## config.mk

```make
export PLATFORM = sky130hd
export DESIGN_NAME = pc_sequencer
export DESIGN_NICKNAME = d
export VERILOG_FILES = /design/src/rtl/pc_sequencer.sv
export SDC_FILE = /design/constraint.sdc
export NUM_CORES = 1
export LEC_CHECK = 0
export ABC_AREA = 1
export BUFFER_PORTS_ARGS = -buffer_cell sky130_fd_sc_hd__buf_2
export CORE_MARGIN = 2
export CORE_UTILIZATION = 42
export CTS_BUF_LIST = sky130_fd_sc_hd__clkbuf_4 sky130_fd_sc_hd__clkbuf_8 sky130_fd_sc_hd__clkbuf_16
export DETAILED_ROUTE_END_ITERATION = 6
export GPL_TIMING_DRIVEN = 0
export PLACE_DENSITY = 0.67
export SLEW_MARGIN = 0
export SYNTH_ARGS = -nofsm -noshare
export SYNTH_HDL_FRONTEND = slang
export SYNTH_SLANG_ARGS = --single-unit
```

## constraint.sdc

```tcl
create_clock -name clk -period 1.6 [get_ports clk]
set_input_delay 0.4 -clock clk [delete_from_list [all_inputs] [get_ports clk]]
set_output_delay 0.4 -clock clk [all_outputs]
set_load 0.02 [all_outputs]
```

## src/rtl/pc_sequencer.sv

```systemverilog
// pc_sequencer: fetch-stage control FSM that picks the PC source and load
// enable each cycle. It sequences the boot fetch, sequential increment, taken
// branch/call/return, and interrupt entry with a multi-cycle return-PC push.
//
// Ports:
//   clk, rst      clock; asynchronous active-high reset
//   mem_ready     instruction memory ready, gates the boot fetch
//   stall         pipeline stall, freezes the PC and the FSM
//   branch_taken  execute-stage taken branch/call/return
//   rti           qualifies branch_taken as a return-from-interrupt
//   int_req       level-sensitive external interrupt request
//   pc_sel        00 next, 01 first instruction, 10 int vector, 11 branch target
//   pc_en         PC load enable
//   flush         squash younger instructions in fetch/decode
//   push_pc       stack unit stores the current PC this cycle
//   int_ack       one-cycle interrupt acceptance strobe
//   in_isr        handler active
//
// Outputs are a combinational decode of the registered state and the current
// inputs, so the PC register loads on the same edge.
//
// Optional build macro PC_SEQ_NESTED_INT_EN: replaces the single in-handler
// flag with a nesting depth counter limited to NEST_DEPTH.

module pc_sequencer #(
    parameter int unsigned PUSH_CYCLES = 2,
    parameter int unsigned NEST_DEPTH  = 4
) (
    input  logic       clk,
    input  logic       rst,
    input  logic       mem_ready,
    input  logic       stall,
    input  logic       branch_taken,
    input  logic       rti,
    input  logic       int_req,
    output logic [1:0] pc_sel,
    output logic       pc_en,
    output logic       flush,
    output logic       push_pc,
    output logic       int_ack,
    output logic       in_isr
);

    localparam int unsigned CNT_W = 4;

    localparam logic [1:0] SEL_NEXT   = 2'b00;
    localparam logic [1:0] SEL_BOOT   = 2'b01;
    localparam logic [1:0] SEL_VECTOR = 2'b10;
    localparam logic [1:0] SEL_BRANCH = 2'b11;

    // Reject parameter values outside the supported range at elaboration.
    if (PUSH_CYCLES < 1 || PUSH_CYCLES > 15 || NEST_DEPTH < 1) begin : g_param_check
        $error("pc_sequencer: PUSH_CYCLES must be 1..15 and NEST_DEPTH >= 1");
    end

    typedef enum logic [1:0] {
        ST_BOOT,
        ST_RUN,
        ST_INT_PUSH,
        ST_INT_JUMP
    } state_t;

    state_t           state;
    state_t           state_nxt;
    logic [CNT_W-1:0] cnt;
    logic [CNT_W-1:0] cnt_nxt;
    logic             int_pending;
    logic             can_accept;
    logic             take_rti;
    logic             enter_isr;

    assign take_rti  = (state == ST_RUN) && !stall && branch_taken && rti;
    assign enter_isr = (state == ST_INT_JUMP) && !stall;

`ifdef PC_SEQ_NESTED_INT_EN
    localparam int unsigned DEPTH_W = $clog2(NEST_DEPTH + 1);

    logic [DEPTH_W-1:0] depth;

    // Nesting depth: up on vector load, down on return, floored at zero.
    always_ff @(posedge clk or posedge rst) begin
        if (rst) begin
            depth <= '0;
        end else if (enter_isr && (depth < DEPTH_W'(NEST_DEPTH))) begin
            depth <= depth + DEPTH_W'(1);
        end else if (take_rti && (depth != '0)) begin
            depth <= depth - DEPTH_W'(1);
        end
    end

    assign can_accept = (depth < DEPTH_W'(NEST_DEPTH));
    assign in_isr     = (depth != '0);
`else
    logic isr_active;

    // Single-level handler flag: set on vector load, cleared by return.
    always_ff @(posedge clk or posedge rst) begin
        if (rst) begin
            isr_active <= 1'b0;
        end else if (enter_isr) begin
            isr_active <= 1'b1;
        end else if (take_rti) begin
            isr_active <= 1'b0;
        end
    end

    assign can_accept = !isr_active;
    assign in_isr     = isr_active;
`endif

    // Latch interrupt requests until acknowledged; the ack edge clears.
    always_ff @(posedge clk or posedge rst) begin
        if (rst) begin
            int_pending <= 1'b0;
        end else if (int_ack) begin
            int_pending <= 1'b0;
        end else if (int_req) begin
            int_pending <= 1'b1;
        end
    end

    // State and push counter registers.
    always_ff @(posedge clk or posedge rst) begin
        if (rst) begin
            state <= ST_BOOT;
            cnt   <= '0;
        end else begin
            state <= state_nxt;
            cnt   <= cnt_nxt;
        end
    end

    // Next-state and push counter update.
    always_comb begin
        state_nxt = state;
        cnt_nxt   = cnt;
        case (state)
            ST_BOOT: begin
                if (mem_ready) begin
                    state_nxt = ST_RUN;
                end
            end
            ST_RUN: begin
                // A taken branch outranks a pending interrupt, so the pushed
                // PC is the branch target one cycle later.
                if (!stall && !branch_taken && int_pending && can_accept) begin
                    cnt_nxt   = CNT_W'(PUSH_CYCLES);
                    state_nxt = ST_INT_PUSH;
                end
            end
            ST_INT_PUSH: begin
                if (!stall) begin
                    cnt_nxt = cnt - CNT_W'(1);
                    if (cnt == CNT_W'(1)) begin
                        state_nxt = ST_INT_JUMP;
                    end
                end
            end
            ST_INT_JUMP: begin
                if (!stall) begin
                    state_nxt = ST_RUN;
                end
            end
            default: state_nxt = ST_BOOT;
        endcase
    end

    // Output decode; forced quiet while reset is asserted.
    always_comb begin
        pc_sel  = SEL_NEXT;
        pc_en   = 1'b0;
        flush   = 1'b0;
        push_pc = 1'b0;
        int_ack = 1'b0;
        if (!rst) begin
            case (state)
                ST_BOOT: begin
                    if (mem_ready) begin
                        pc_en  = 1'b1;
                        pc_sel = SEL_BOOT;
                    end
                end
                ST_RUN: begin
                    if (stall) begin
                        pc_en = 1'b0;
                    end else if (branch_taken) begin
                        pc_en  = 1'b1;
                        pc_sel = SEL_BRANCH;
                        flush  = 1'b1;
                    end else if (int_pending && can_accept) begin
                        flush   = 1'b1;
                        int_ack = 1'b1;
                    end else begin
                        pc_en = 1'b1;
                    end
                end
                ST_INT_PUSH: begin
                    push_pc = !stall;
                end
                ST_INT_JUMP: begin
                    if (!stall) begin
                        pc_en  = 1'b1;
                        pc_sel = SEL_VECTOR;
                    end
                end
                default: pc_en = 1'b0;
            endcase
        end
    end

endmodule

```

==> Word-level counts from Yosys, hierarchy flattened <==
Index checks and enable logic that the tools add are counted.
{ "word_totals": {"out_inout_bits": 7, "inputBits": 7, "reg_bits": 8} }
{ "op_classes": {"addsub": 1, "eq_ne": 9, "mux": 37, "n_reduce_logical": 17} }
{ "ops": {"columns": ["op", "count"], "rows": [
  ["1-bit 2-to-1 mux", 22],
  ["2-bit 2-to-1 mux", 9],
  ["1-bit logical AND", 8],
  ["4-bit 2-to-1 mux", 2],
  ["2-bit != test (second input constant)", 4],
  ["2-bit case mux with 4 select lines", 1],
  ["4-bit case mux with 2 select lines", 1],
  ["2-bit case mux with 3 select lines", 1],
  ["2-bit nonzero test", 3],
  ["5-bit AND reduction", 1],
  ["2-bit == test (second input constant)", 2],
  ["4-bit by 1-bit == test with 1-bit output (second input constant)", 1],
  ["4-bit by 1-bit subtractor with 4-bit output (second input constant)", 1],
  ["1-bit logical NOT", 3],
  ["1-bit case mux with 3 select lines", 1],
  ["3-bit AND reduction", 1],
  ["2-bit by 1-bit == test with 1-bit output (second input constant)", 1],
  ["2-bit logical NOT", 1],
  ["2-bit by 1-bit != test with 1-bit output (second input constant)", 1]
]} }

==> Logic depth before layout (Yosys ltp) <==
Gate-level depths: netlist of run 1.
{ "logic_depth": {"depth_word": 8, "mapped_depth": 8} }

==> Worst setup path after synthesis of run 1 <==
No wires, ideal clock.
{ "synth_path": {"path_kind": "reg2out", "startpoint": "register state[1]", "endpoint": "output pc_sel[0]", "t_required_ns": 1.200, "setup_slack_ns": -0.119, "path_buffers": 0, "stages_incl_launch_ff": 7, "t_arrival_ns": 1.319, "path_cell_list": "dfrtp_1 inv_1 ha_1 inv_1 nor2_2 nand2_1 a21oi_1"} }
{ "synth_between": {"elab_chain_len": 3} }
{ "synth_lines": {"columns": ["item", "line_no", "rtl"], "rows": [
  ["from (decl)", "63", "state_t state;"],
  ["from (signal assigned)", "128", "state <= state_nxt;"],
  ["2-bit == test, or another cell as far along", "176", "case (state)"],
  ["2-bit case mux with 3 select lines (*)", "176", null],
  ["2-bit 2-to-1 mux (*)", "175", "if (!rst) begin"],
  ["to (decl)", "36", "output logic [1:0] pc_sel,"]
]} }
Every way passes the cells marked *; elsewhere a longest branch is shown, timed or not.

==> Final worst setup path of run 1 <==
{ "layout_path": {"startpoint": "register state[1]", "endpoint": "output pc_sel[1]"} }
The elaborated chain is that of the path after synthesis.

==> results of run 1 <==
[cells by family after synthesis]
| group | share of synthesized area |
|---|---|
| buf+inv | 0.0888 |
| flops | 0.316 |
| compound gates | 0.0749 |
| simple gates | 0.369 |
| xor+xnor | 0.0138 |
| fa+ha+maj | 0.138 |
[per-layer routing]
| layer | vias to the layer above | global-route usage | wire length [um] |
|---|---|---|---|
| li1 | 314 | - | - |
| met1 | 275 | 0.190 | 555 |
| met2 | 13 | 0.288 | 684 |
| met3 | 0 | 0.0809 | 74 |
| met4 | 0 | 0.0563 | 0 |
| met5 | - | 0 | 0 |
[worst max-delay path: cells and delay by family, from the launching register on]
kind / cells / cell delay, ns
buffers and inverters: 2 / 0.27
AND/OR/NAND/NOR: 1 / 0.26
adder cells (fa/ha/maj): 1 / 0.14
AO/OA/AOI/OAI: 1 / 0.12
flip-flops: 1 / 0.41
[placed cells by master (no fill, tap or decap)]
cell	n
nand2_1	20
xor2_1	1
a21oi_1	1
inv_1	12
nand2_4	3
buf_2	7
o21ai_1	1
or2_4	1
a21oi_2	1
ha_1	4
inv_2	3
buf_6	6
nand2_2	2
nand3_2	2
o21ai_2	1
nand3_1	4
ha_2	1
nand4_1	4
nor3_2	1
nand3b_1	1
dfrtp_2	1
buf_4	3
a21oi_4	3
dfrtp_1	7
clkbuf_4	3
nor2_4	3
o21a_2	1
ha_4	2
nor2_2	2
nor2_1	4
[power by group through the flow]
stage	Sequential (mW)	Combinational [mW]	Clock, mW
floorplan	0.366	0.709	0
global placement	0.362	0.866	0
detailed placement	0.364	0.886	0
CTS	0.363	1.04	0.161
global route	0.379	1.17	0.168
finish	0.363	1.04	0.153
[what timing repair did]
action,CTS,global route
pin swaps,8,3
setup endpoints to repair,6,6
setup buffers,3,0
cloned,0,0
resized for setup,25,2
[sequential cells by signal (all words and copies together), names as in the netlist]
name and cells:
in_isr 1, cnt 4, int_pending 1, state 2
[stage by stage]
step / util / setup TNS (ns) / instances / hold WS (ns) / worst slack (ns)
2_1_floorplan: - / 0 / 86 / 0.224 / 0.0344
3_3_place_gp: 0.535 / -0.481 / 115 / 0.409 / -0.120
3_5_place_dp: 0.535 / -0.607 / 115 / 0.414 / -0.152
4_1_cts: 0.620 / -1.45 / 121 / 0.141 / -0.268
5_1_grt: 0.625 / -1.80 / 121 / 0.164 / -0.314
6_report: 0.625 / -1.35 / 121 / 0.140 / -0.246
[path summary, 6_finish.rpt]
| path | start | end | depth (start not counted) |
|---|---|---|---|
| max | state[1] | pc_sel[1] | 5 |
| min | rst | cnt[3] | 2 |
| max reg2reg | state[1] | state[1] | 9 |
| min reg2reg | cnt[1] | cnt[1] | 2 |
| max in group asynchronous | rst | state[0] | 2 |
| min in group clk | int_req | int_pending | 3 |
[layout make-up]
class / instances / area [sq um] / share of cell area
repair buffers: 16 / 125 / 0.138
clock buffers: 3 / 22.5 / 0.0248
multi-input cells: 63 / 483 / 0.532
well taps: 16 / 20.0 / 0.0220
inverters: 15 / 56.3 / 0.0620
flip-flops and latches: 8 / 201 / 0.222
==> flow_summary.ini, run 1 <==
[cts]
clk_path_buf_depth = 2
numCtsBuffers = 3
worstSkewPairLatency_ns = 0.25
clk_pin_slew_ns = 0.06
cts-hold-fix-buffers = 0
cts-htree-levels = 1
cts_root_buffer = clkbuf_4
tritoncts = done
clkSinkCount = 8

[floorplanning]
rows = 14
die_width_um = 42.9
pin_count = 14
initial_utilization = 0.436
coreArea_sq_mm = 0.00145
die-area_sq_mm = 0.00184
chipHeight_um = 42.9

[sta]
finalCritPeriodShare = 1.15
fin_skew_ns = 0.00687
relSlewSlack = 0.752
period_needed_ns = 1.85
rsz0062_at_grt = true
setup_viol = 6
slew_viol_final = 0
tightest_slew_ns = 0.372
timing.final.ws_setup_ns = -0.246
fmax_mhz = 542
hold_violations = 0

[logic_synthesis]
synth_common_cells = nand2_1, inv_1, dfrtp_1
yosys.area.top_type_share = 0.316
synth_edf_count = 0
syn_inst = 86
ys.flop_type = dfrtp_1
avgSynthCellArea_sq_um = 7.38
synth_nets = 100
synth.most_common_cell = nand2_1
synthTopCellsByArea = dfrtp_1, ha_1, nand2_1
yosys_register_bits = 8
ys_seq_area_frac = 0.316
ys_warn_count = 0
synth_cell_types = 18
synth_area_sq_um = 634
yosys.area.top_type = dfrtp_1
synthArstFlopShare = 1.00

[global_route]
grt_max_degree = 10
grt_pass1_vias = 569
overflow = 0
grt_pass1_wl_um = 2330
track_usage = 0.172
antenna_found_initial = 0

[setup_path]
crit_slowest_cell = dfrtp_1
crit_fanout = 3
r2r_slack_ns = 0.22
cp-end-kind = primary output
crit_chain = buf_6 > ha_4 > or2_4 > a21oi_4 > buf_6
crit_path_max_incr_delay_ns = 0.41
required_ns = 1.20
crit_path_start_kind = flop
worstPathArrival_ns = 1.45
criticalPathCategory = reg -> out
cpMostUsedCell = buf_6

[drt]
drt-initial-drc-count = 7
vias = 602
dr.pass1.iters = 5
ant_nets = 0
drt-vias-per-instance = 4.98
drc = 0
drt-wirelength-per-cell_um = 10.9
wl_um = 1310

[pwr]
leakagePower_nw = 0.444
p_total_mw = 1.56
p_clk_frac = 0.098
comb_power_share = 0.669
p_int_uw = 804
ir_worst_vdd_mv = 0.992
power_density_mw_per_mm2 = 1720
p_sw_uw = 756
seqPwrFrac = 0.233
swShare = 0.485

[finish]
antenna_cells = 0
final_area_sq_um = 908
drive_gt1_frac = 0.438
final_nets = 121
area_growth_pct = 43.2
fillerInstances = 134

[placement]
hpwl_um = 980
port_buffers = 13
post_dp_cell_area_sq_um = 778
globalplace.congestion = 0.823

[worst_hold_path]
hold_path.class = in -> async

[run_status]
violations = negative setup slack
run_status = finished, violations left

[job]
cap_violations = 0
Power figures use the tool's default switching activity.
==> inputs of run 2 (changes only) <==
==> constraint.sdc (replaced) <==
create_clock -name clk -period 2 [get_ports clk]
set_input_delay 0.5 -clock clk [delete_from_list [all_inputs] [get_ports clk]]
set_output_delay 0.5 -clock clk [all_outputs]
set_load 0.02 [all_outputs]
==> flow_summary.ini, run 2 (synthesis results as in run 1) <==
[run_status]
run_status = finished, final reports clean

[drt]
drt-initial-drc-count = 13
drc = 0
wl_um = 1540
drt-wirelength-per-cell_um = 12.0
dr.pass1.iters = 6
ant_nets = 0
drt-vias-per-instance = 5.08
vias = 650

[cts]
cts_root_buffer = clkbuf_4
tritoncts = done
cts-hold-fix-buffers = 0
numCtsBuffers = 3
clkSinkCount = 8
clk_path_buf_depth = 2
worstSkewPairLatency_ns = 0.27
clk_pin_slew_ns = 0.06
cts-htree-levels = 1

[sta]
setup_viol = 0
tns_ns = 0
hold_violations = 0
rsz0062_at_grt = true
fmax_mhz = 502
slew_viol_final = 0
finalCritPeriodShare = 0.996
period_needed_ns = 1.99
tightest_slew_ns = 0.387
fin_skew_ns = 0.0101
timing.final.ws_setup_ns = 0.00837
relSlewSlack = 0.742

[finish]
largest-register = cnt
largest_register_ffs = 4
drive_gt1_frac = 0.438
seq_area_sq_um = 200
final_nets = 128
top_regs = cnt x4, state x2
area_growth_pct = 40.8
antenna_cells = 0
multi_input_area_sq_um = 427
most-common-layout-cells = nand2_1, inv_1, buf_4, dfrtp_1, buf_2
fillerInstances = 131
final_common_cell = nand2_1

[placement]
detailedPlace.worstSlack_ns = 0.132
port_buffers = 13
hpwl_um = 1010
globalplace.congestion = 0.761

[worst_hold_path]
hold_path.class = in -> async

[floorplanning]
pin_count = 14
die-area_sq_mm = 0.00184
chipHeight_um = 42.9
initial_utilization = 0.436
coreArea_sq_mm = 0.00145
rows = 14
die_width_um = 42.9

[setup_path]
crit_path_start_kind = flop
worst-path-buf-inv = 3
cp-end-kind = primary output
cpMostUsedCell = inv_2
criticalPathCategory = reg -> out
cpLargestDelayFamily = flip-flops
crit_slowest_cell = dfrtp_1
crit_path_max_incr_delay_ns = 0.42
required_ns = 1.50
crit_chain = inv_2 > ha_4 > inv_2 > nor2_4 > nand2_2 > a21oi_2 > buf_6
worstPathArrival_ns = 1.49
crit_fanout = 3

[pwr]
ir_worst_vdd_mv = 0.855
power_density_mw_per_mm2 = 1380
leakagePower_nw = 0.467

[global_route]
antenna_found_initial = 0
grt_pass1_wl_um = 2390
track_usage = 0.182
grt_max_degree = 10
overflow = 0
grt_pass1_vias = 570

[job]
cap_violations = 0
## run 2: cell types whose count changed in the layout (fill, tap and decap cells not counted), sizes merged
cell / previous run / this run
buf: 16 / 23
## run 2: through the flow
step,power [mW],instances,hold WS [ns],cell area (sq um),util
detailed placement,0.936,115,0.486,719,0.495
floorplan,0.790,86,0.324,634,-
global route,1.34,128,0.261,893,0.614
global placement,0.909,115,0.457,719,0.495
finish,1.23,128,0.212,893,0.614
CTS,1.19,126,0.216,847,0.583
## run 2: what timing repair did
item                       CTS  global route
setup endpoints to repair    5             6
setup buffers                8             2
resized for setup           16            10
cloned                       0             0
pin swaps                    4             3
## run 2: final timing paths
kind                                to  slack (ns)  depth (start not counted)     start
min in group clk           int_pending        0.47                          3   int_req
max in group asynchronous       cnt[1]        1.50                          2       rst
max reg2reg                int_pending        0.17                         13  state[0]
min reg2reg                     cnt[1]        0.49                          2    cnt[1]
max                          pc_sel[1]       0.008                          7  state[1]
min                           state[1]        0.21                          2       rst
## run 2: routing by layer
layer	vias to the layer above	share of wire	track usage
li1	331	-	-
met1	300	0.41	0.212
met2	14	0.52	0.300
met3	5	0.039	0.0255
met4	0	0.029	0.131
met5	-	0	0
## run 2: layout make-up
class | count | share of cell area
Multi-Input combinational cell | 63 | 0.478
Sequential cell | 8 | 0.224
Timing Repair Buffer | 23 | 0.188
Inverter | 15 | 0.0630
Clock buffer | 3 | 0.0252
Tap cell | 16 | 0.0224
## run 2: report_power, final
group	switching, mW	internal [mW]
Clock	0.0667	0.0694
Combinational	0.474	0.337
Sequential	0.0569	0.230
Total	0.597	0.637
==> inputs of run 3 (changes only) <==
--- a/config.mk
+++ b/config.mk
@@ -5,7 +5,6 @@
 export SDC_FILE = /design/constraint.sdc
 export NUM_CORES = 1
 export LEC_CHECK = 0
-export ABC_AREA = 1
 export BUFFER_PORTS_ARGS = -buffer_cell sky130_fd_sc_hd__buf_2
 export CORE_MARGIN = 2
 export CORE_UTILIZATION = 42
==> flow_summary.ini, run 3 <==
[run_status]
run_status = finished, violations left
violations = negative setup slack

[logic_synthesis]
syn_inst = 73
yosys.area.top_type_share = 0.304
yosys.area.top_type = dfrtp_1
synth_common_cells = inv_1, dfrtp_1, ha_1
synth_edf_count = 0
synth_area_sq_um = 658
synth.most_common_cell = inv_1
synthArstFlopShare = 1.00
ys_warn_count = 0
synthTopCellsByArea = dfrtp_1, ha_1, inv_1
avgSynthCellArea_sq_um = 9.02
synth_nets = 87
ys_seq_area_frac = 0.304
ys.flop_type = dfrtp_1
synth_cell_types = 35
yosys_register_bits = 8

[finish]
largest_register_ffs = 4
area_growth_pct = 40.5
fillerInstances = 129
largest-register = cnt
final_common_cell = buf_4
top_regs = cnt x4, state x2
final_nets = 111
final_area_sq_um = 925
drive_gt1_frac = 0.453
layoutNonFillerInstCount = 111
seq_area_sq_um = 201
most-common-layout-cells = buf_4, buf_2, inv_1, dfrtp_1, ha_1
multi_input_area_sq_um = 483
antenna_cells = 0

[drt]
wl_um = 1600
drc = 0
drt-initial-drc-count = 17
dr.pass1.iters = 4
vias = 615
drt-wirelength-per-cell_um = 14.4
drt-vias-per-instance = 5.54
ant_nets = 0

[sta]
slew_viol_final = 0
whs_ns = 0.289
relSlewSlack = 0.643
period_needed_ns = 2.10
tightest_slew_ns = 0.535
timing.final.ws_setup_ns = -0.103
rsz0062_at_grt = true
hold_violations = 0
fmax_mhz = 476
finalCritPeriodShare = 1.05
setup_viol = 5
fin_skew_ns = 0.00365

[floorplanning]
die-area_sq_mm = 0.00190
initial_utilization = 0.442
pin_count = 14
chipHeight_um = 43.6
rows = 14
die_width_um = 43.6
coreArea_sq_mm = 0.00149

[global_route]
overflow = 0
track_usage = 0.184
antenna_found_initial = 0
grt_max_degree = 11
grt_pass1_wl_um = 2570
grt_pass1_vias = 555

[pwr]
ir_worst_vdd_mv = 0.670
power_density_mw_per_mm2 = 1280
leakagePower_nw = 0.419

[placement]
numPlacedInstances = 102
post_dp_cell_area_sq_um = 778
port_buffers = 13
detailedPlace.worstSlack_ns = -0.343
hpwl_um = 1050
globalplace.congestion = 0.810

[cts]
clk_path_buf_depth = 2
clk_pin_slew_ns = 0.06
worstSkewPairLatency_ns = 0.27
cts_root_buffer = clkbuf_4
tritoncts = done
numCtsBuffers = 3
clkSinkCount = 8
cts-htree-levels = 1

[setup_path]
criticalPathCategory = reg -> out
crit_path_start_kind = flop
worstPathArrival_ns = 1.60
cp-end-kind = primary output
crit_fanout = 4
required_ns = 1.50

[worst_hold_path]
hold_path.class = in -> async

[job]
cap_violations = 0
[run 3: timing repair]
item | in CTS | in global routing
hold buffers | 0 | 0
pin swaps | 4 | 2
setup endpoints to repair | 5 | 7
gates resized for setup | 17 | 7
setup buffers | 6 | 1
[run 3: layout make-up]
type,count,area share
multi-input combinational,51,0.522
sequential,8,0.218
timing repair buffer,20,0.142
inverter,10,0.0406
buffer,3,0.0311
clock buffer,3,0.0244
tap,16,0.0217
[run 3: cells by family (layout without fill, tap and decap cells)]
| logic type | Yosys count | after routing | synth area share |
|---|---|---|---|
| DFF | 8 | 8 | 0.304 |
| adders and majority gates | 7 | 7 | 0.133 |
| AOI/OAI and AO/OA | 23 | 23 | 0.285 |
| and+or+nand+nor | 21 | 21 | 0.184 |
| buffers and inverters | 14 | 36 | 0.0931 |
[run 3: worst max-delay path: stages (launching register included)]
cell and delay [ns]:
dfrtp_1 0.39, or3b_4 0.42, a221oi_4 0.30, a2111oi_4 0.05, buf_4 0.19
[run 3: through the flow]
stage,total power [mW],util,setup TNS [ns]
finish,1.18,0.621,-0.252
global route,1.28,0.621,-0.570
CTS,1.14,0.607,-0.251
detailed placement,0.843,0.523,-0.507
global placement,0.837,0.523,-0.486
floorplan,0.722,-,-0.101
[run 3: power breakdown]
group,internal (mW),total [mW],switching (mW)
registers,0.227,0.282,0.0558
logic,0.357,0.763,0.406
clock network,0.0695,0.137,0.0672
total,0.654,1.18,0.529
[run 3: final timing paths]
path                              from          end  slack, ns  cells past startpoint
max                        int_pending        pc_en      -0.10                      4
min                                rst       in_isr       0.29                      2
max reg2reg                int_pending     state[0]       0.15                      5
min reg2reg                int_pending  int_pending       0.57                      2
max in group asynchronous          rst     state[1]       1.44                      2
min in group clk               int_req  int_pending       0.46                      3
[run 3: routing by layer]
metal  GRT usage  wire (um)  vias to the layer above
li1            -          -                      315
met1       0.251        708                      282
met2       0.276        799                       15
met3      0.0625         69                        3
met4      0.0545         20                        0
met5           0          0                        -
